$ cat src/rtl/pipe_mux_tree.sv
// -----------------------------------------------------------------------------
// pipe_mux_tree
// Pipelined N-way multiplexer tree with a valid/ready handshake.
// There is one register stage per select bit. Each stage halves the set of
// candidate words. Select bit 0 is resolved in stage 1. The last stage holds
// the single selected word.
// Each stage loads when it is empty or when the stage after it advances.
// As a result, bubbles collapse and a full, unstalled pipe moves one item per
// cycle.
//
// Optional feature, controlled by the macro PIPE_MUX_RR_EN:
//   undefined : in_sel chooses the forwarded word.
//   defined   : in_sel is ignored. An internal round-robin pointer supplies the
//               index. It advances once per accepted input and wraps to 0.
//               out_sel reports the index that was used.
// -----------------------------------------------------------------------------
module pipe_mux_tree #(
    parameter int SEL_BITS   = 1,
    parameter int DATA_WIDTH = 8
) (
    input  logic                                   clk,
    input  logic                                   rst_n,
    input  logic [(1<<SEL_BITS)*DATA_WIDTH-1:0]    in_data,
    input  logic [SEL_BITS-1:0]                    in_sel,
    input  logic                                   in_valid,
    output logic                                   in_ready,
    output logic [DATA_WIDTH-1:0]                  out_data,
    output logic [SEL_BITS-1:0]                    out_sel,
    output logic                                   out_valid,
    input  logic                                   out_ready
);

    localparam int N_IN = 1 << SEL_BITS;

    // Per-stage occupancy and load enables, indexed by stage number minus one.
    logic [SEL_BITS-1:0] valid_vec;
    logic [SEL_BITS-1:0] load_vec;

    // Index that enters the tree with the current input word.
    logic [SEL_BITS-1:0] sel_eff;
    logic                accept;

    assign accept   = in_valid && in_ready;
    assign in_ready = load_vec[0];

`ifdef PIPE_MUX_RR_EN
    logic [SEL_BITS-1:0] rr_ptr_reg;
    logic                unused_in_sel;

    // In round-robin mode the caller's select is intentionally ignored.
    assign unused_in_sel = ^in_sel;
    assign sel_eff       = rr_ptr_reg;

    // Round-robin pointer: advances only on a real transfer, so bubbles and stalls keep it put.
    always_ff @(posedge clk or negedge rst_n) begin
        if (!rst_n) begin
            rr_ptr_reg <= '0;
        end else if (accept) begin
            rr_ptr_reg <= rr_ptr_reg + SEL_BITS'(1);
        end
    end
`else
    logic unused_accept;

    // In direct mode the handshake is consumed only by the first stage.
    assign unused_accept = accept;
    assign sel_eff       = in_sel;
`endif

    // Load chain, from the consumer backwards: a stage may load if it is empty or its successor loads.
    always_comb begin : p_load_chain
        logic run;
        run      = out_ready;
        load_vec = '0;
        for (int k = SEL_BITS - 1; k >= 0; k--) begin
            run         = !valid_vec[k] || run;
            load_vec[k] = run;
        end
    end

    // One tree level per iteration. Block gi is pipeline stage gi+1.
    for (genvar gi = 0; gi < SEL_BITS; gi++) begin : g_stage
        localparam int NW_IN  = N_IN >> gi;
        localparam int NW_OUT = N_IN >> (gi + 1);

        logic [NW_IN*DATA_WIDTH-1:0]  src_data;
        logic [SEL_BITS-1:0]          src_sel;
        logic                         src_valid;
        logic [NW_OUT*DATA_WIDTH-1:0] data_next;
        logic [NW_OUT*DATA_WIDTH-1:0] data_reg;
        logic [SEL_BITS-1:0]          sel_reg;
        logic                         valid_reg;
        logic                         load;

        // Stage 1 reads the input port. Later stages read the previous stage's registers.
        if (gi == 0) begin : g_src_in
            assign src_data  = in_data;
            assign src_sel   = sel_eff;
            assign src_valid = in_valid;
        end else begin : g_src_prev
            assign src_data  = g_stage[gi-1].data_reg;
            assign src_sel   = g_stage[gi-1].sel_reg;
            assign src_valid = g_stage[gi-1].valid_reg;
        end

        assign load          = load_vec[gi];
        assign valid_vec[gi] = valid_reg;

        // Bank of 2:1 muxes: word j picks between candidates 2j and 2j+1 using select bit gi.
        always_comb begin
            data_next = '0;
            for (int j = 0; j < NW_OUT; j++) begin
                data_next[j*DATA_WIDTH +: DATA_WIDTH] = src_sel[gi]
                    ? src_data[(2*j+1)*DATA_WIDTH +: DATA_WIDTH]
                    : src_data[(2*j)*DATA_WIDTH +: DATA_WIDTH];
            end
        end

        // Stage register: the valid flag follows upstream on load. The payload updates only for a real item.
        always_ff @(posedge clk or negedge rst_n) begin
            if (!rst_n) begin
                valid_reg <= 1'b0;
                data_reg  <= '0;
                sel_reg   <= '0;
            end else if (load) begin
                valid_reg <= src_valid;
                if (src_valid) begin
                    data_reg <= data_next;
                    sel_reg  <= src_sel;
                end
            end
        end
    end

    // The last stage has exactly one word left. It drives the consumer side directly from registers.
    assign out_data  = g_stage[SEL_BITS-1].data_reg;
    assign out_sel   = g_stage[SEL_BITS-1].sel_reg;
    assign out_valid = valid_vec[SEL_BITS-1];

endmodule

$ cat config.mk
export PLATFORM = sky130hd
export DESIGN_NAME = pipe_mux_tree
export DESIGN_NICKNAME = d
export VERILOG_FILES = /design/src/rtl/pipe_mux_tree.sv
export SDC_FILE = /design/constraint.sdc
export NUM_CORES = 1
export LEC_CHECK = 0
export BUFFER_PORTS_ARGS = -buffer_cell sky130_fd_sc_hd__buf_2
export CAP_MARGIN = 15
export CELL_PAD_IN_SITES_DETAIL_PLACEMENT = 1
export CELL_PAD_IN_SITES_GLOBAL_PLACEMENT = 1
export CORE_MARGIN = 10
export CORE_UTILIZATION = 30
export CTS_CLUSTER_DIAMETER = 80
export CTS_CLUSTER_SIZE = 8
export DETAILED_ROUTE_END_ITERATION = 8
export PLACE_DENSITY_LB_ADDON = 0.1
export SYNTH_ARGS = -nofsm -noshare
export SYNTH_HDL_FRONTEND = slang
export SYNTH_SLANG_ARGS = --single-unit
$ cat constraint.sdc
create_clock -name clk -period 2.2 [get_ports clk]
set_clock_uncertainty 0.2 [all_clocks]
set_input_delay 0.44 -clock clk [delete_from_list [all_inputs] [get_ports clk]]
set_output_delay 0.44 -clock clk [all_outputs]
set_load 0.005 [all_outputs]
==> reports/qor.csv <==
stage,metric,value,unit
cts,clk_pin_slew_worst_paths,70,ps
synth,synthMuxAreaShare,17.92,%
synth,postSynthAreaPerCell,12.34,sq um
timing,setup_violations,0,
power_and_ir_drop,pwr_density_cell,708.5,mW/mm^2
synth,synth-simple-area-share,5.896,%
worst_setup_path,path_cells,"nand2b_4, buf_2",
die,dieArea,0.003850,sq mm
timing,worstMarginPinSlew,323.2,ps
placed_design,io_buffer_count,31,
timing,finalCriticalPeriod,1677,ps
synth,synth_top_family_by_area,multiplexers,
die,die_h,62.05,microns
global_routing,grt.total_usage,7.849,%
layout,insertedDiodeCount,0,
worst_setup_path,rrSetupSlack,910,ps
detailed_routing,wl_per_cell,15.09,microns
synth,yosysTopAreaCellShare,47.17,%
synth,synthAdderAreaFrac,0,%
power_and_ir_drop,vdd_drop_max,219.0,uV
die,rows,15,
cts,clock-sinks,10,
cts,cts-resized-gates,0,
placed_design,finalWeightedCongestion,0.6438,
timing,hold_violations,0,
global_routing,overflow,0,
global_routing,antenna_found_initial,0,
placed_design,dp_hpwl,1.205,mm
detailed_routing,drt_iter0_markers,5,
timing,max-slew-margin-rel,78.45,%
synth,ys_warn_count,0,
synth,ys_types,12,
synth,netlist_top_cells_count,"dfrtp_1 (10), a31oi_1 (8), mux2i_1 (8)",
synth,synthTopCellsByArea,"dfrtp_1 (47%), mux2i_1 (15%), a31oi_1 (9.4%)",
detailed_routing,vias_per_cell,4.636,
worst_setup_path,crit_type,flip-flop to output port,
synth,synth_seq_area_share,47.17,%
cts,tritoncts,done,
detailed_routing,firstDrtPassIters,3,
global_routing,grt_pass1_wl,2.221,mm
worst_setup_path,end_kind,output port,
layout,layout-area-overhead-vs-synth,32.55,%
worst_setup_path,r2r.worst_path.cells,3,
timing,max_freq,596.3,MHz
synth,yosysMostFrequentCell,dfrtp_1,
cts,clk_latency,260,ps
synth,synthesis.area,530.5,sq um
worst_setup_path,slowest_delay,400,ps
worst_setup_path,cp_max_fo,19,
run_status,status,completed,
min_path,hp-class,input pin to flip-flop,
power_and_ir_drop,leakage,0.3508,nW
timing,rsz0062_at_grt,false,
detailed_routing,vias,459,
die,ios,32,
global_routing,grt_start_max_net_pins,20,
layout,drive_gt1_share,52.70,%
synth,synth_edf_count,0,
detailed_routing,postRouteAntennaNets,0,
worst_setup_path,cp_slowest_cell,dfrtp_1,
timing,maxSlewViolCount,0,
timing,period_share,76.23,%
worst_setup_path,worst_ep_required_time,1560,ps
synth,synth-xor-area-share,0,%
worst_setup_path,arrival,1040,ps
worst_setup_path,crit_path_start_kind,flip-flop,
cts,ctsHoldBuffers,1,
min_path,min_path_cells,3,
cts,htreeDepth,1,
die,initial_core_util,31.06,%
cts,clockBufferDepth,2,
die,core_area,0.001708,sq mm
detailed_routing,drcViolationCount,0,
synth,synthCells,43,
cts,post-cts-setup-buffer-count,0,
detailed_routing,totalWireLength,1.494,mm
cts,numCtsBuffers,3,
global_routing,grt_pass1_vias,511,
synth,synth_flop_cell,dfrtp_1,
synth,yosys.area.top_type,dfrtp_1,
synth,synth-compound-area-share,17.69,%
layout,fillCellCount,212,
flow_run,cap_violations,0,
cts,clk_root_buffer_cell,clkbuf_4,
synth,ys_async_sr_fraction,100.0,%
timing,tns,0,ps
die,die_x,62.05,microns
synth,ys_ff_latch,10,
timing,hold-worst-slack,291.8,ps
layout,finalNetCount,96,
synth,syn_nets,64,
-- layout make-up --
class | count | area (sq um) | area share (%)
tap | 25 | 31.28 | 4.448
timing repair buffer | 32 | 165.2 | 23.49
clock buffer | 4 | 36.28 | 5.160
multi-input combinational | 28 | 220.2 | 31.32
sequential | 10 | 250.2 | 35.59
-- worst max-delay path: cells and delay by family, from the launching register on --
family / cells / cell delay (ps)
buf+inv: 1 / 160
flops: 1 / 400
simple gates: 1 / 210
-- flip-flops by register name, indices dropped and copies added, names as in the netlist --
name,flops
out_sel,1
out_data,8
out_valid,1
-- worst paths after layout --
kind	startpoint	endpoint
worst max-delay path	out_valid	in_ready
worst min-delay path	in_data[1]	out_data[1]
worst max register to register	out_valid	out_sel
worst min register to register	out_sel	out_sel
max in group asynchronous	rst_n	out_data[3]
min in group asynchronous	rst_n	out_data[4]
-- through the flow --
step | instance area, sq um | cells | setup WS, ps | util [%] | total power [mW]
floorplan | 530.5 | 43 | 741.8 | - | 0.2917
global placement | 656.9 | 94 | 611.1 | 38.46 | 0.3360
detailed placement | 656.9 | 94 | 609.3 | 38.46 | 0.3400
CTS | 703.2 | 99 | 503.6 | 41.17 | 0.5088
global route | 703.2 | 99 | 445.3 | 41.17 | 0.5310
finish | 703.2 | 99 | 523.0 | 41.17 | 0.4982
-- cell families (layout without fill, tap and decap cells) --
family | Yosys count | count (layout)
compound gates | 16 | 16
flops | 10 | 10
mux | 9 | 9
buf+inv | 5 | 36
simple gates | 3 | 3
-- where the power goes --
group          switching, mW  leakage [nW]  internal [mW]  total, mW
clock network         0.0637        0.0210          0.100      0.164
registers             0.0149         0.111          0.209      0.224
logic                 0.0528         0.219         0.0572      0.110
total                  0.131         0.351          0.367      0.498
-- layout by cell type (no fill, tap or decap) --
master / n
a31oi_1: 8
mux2i_1: 8
clkbuf_4: 3
buf_2: 31
nand2_4: 1
a21oi_2: 1
nand2b_1: 1
dlygate4sd3_1: 1
clkbuf_8: 1
dfrtp_1: 10
a21oi_1: 7
nand2b_4: 1
mux2_4: 1
-- layer usage --
layer	global-route usage (%)	routed length (microns)	up-vias
met5	0	0	-
met4	2.866	0	0
met3	5.691	217	0
met2	12.43	690	23
met1	7.845	586	213
li1	-	-	223
(Power assumes the default switching activity.)
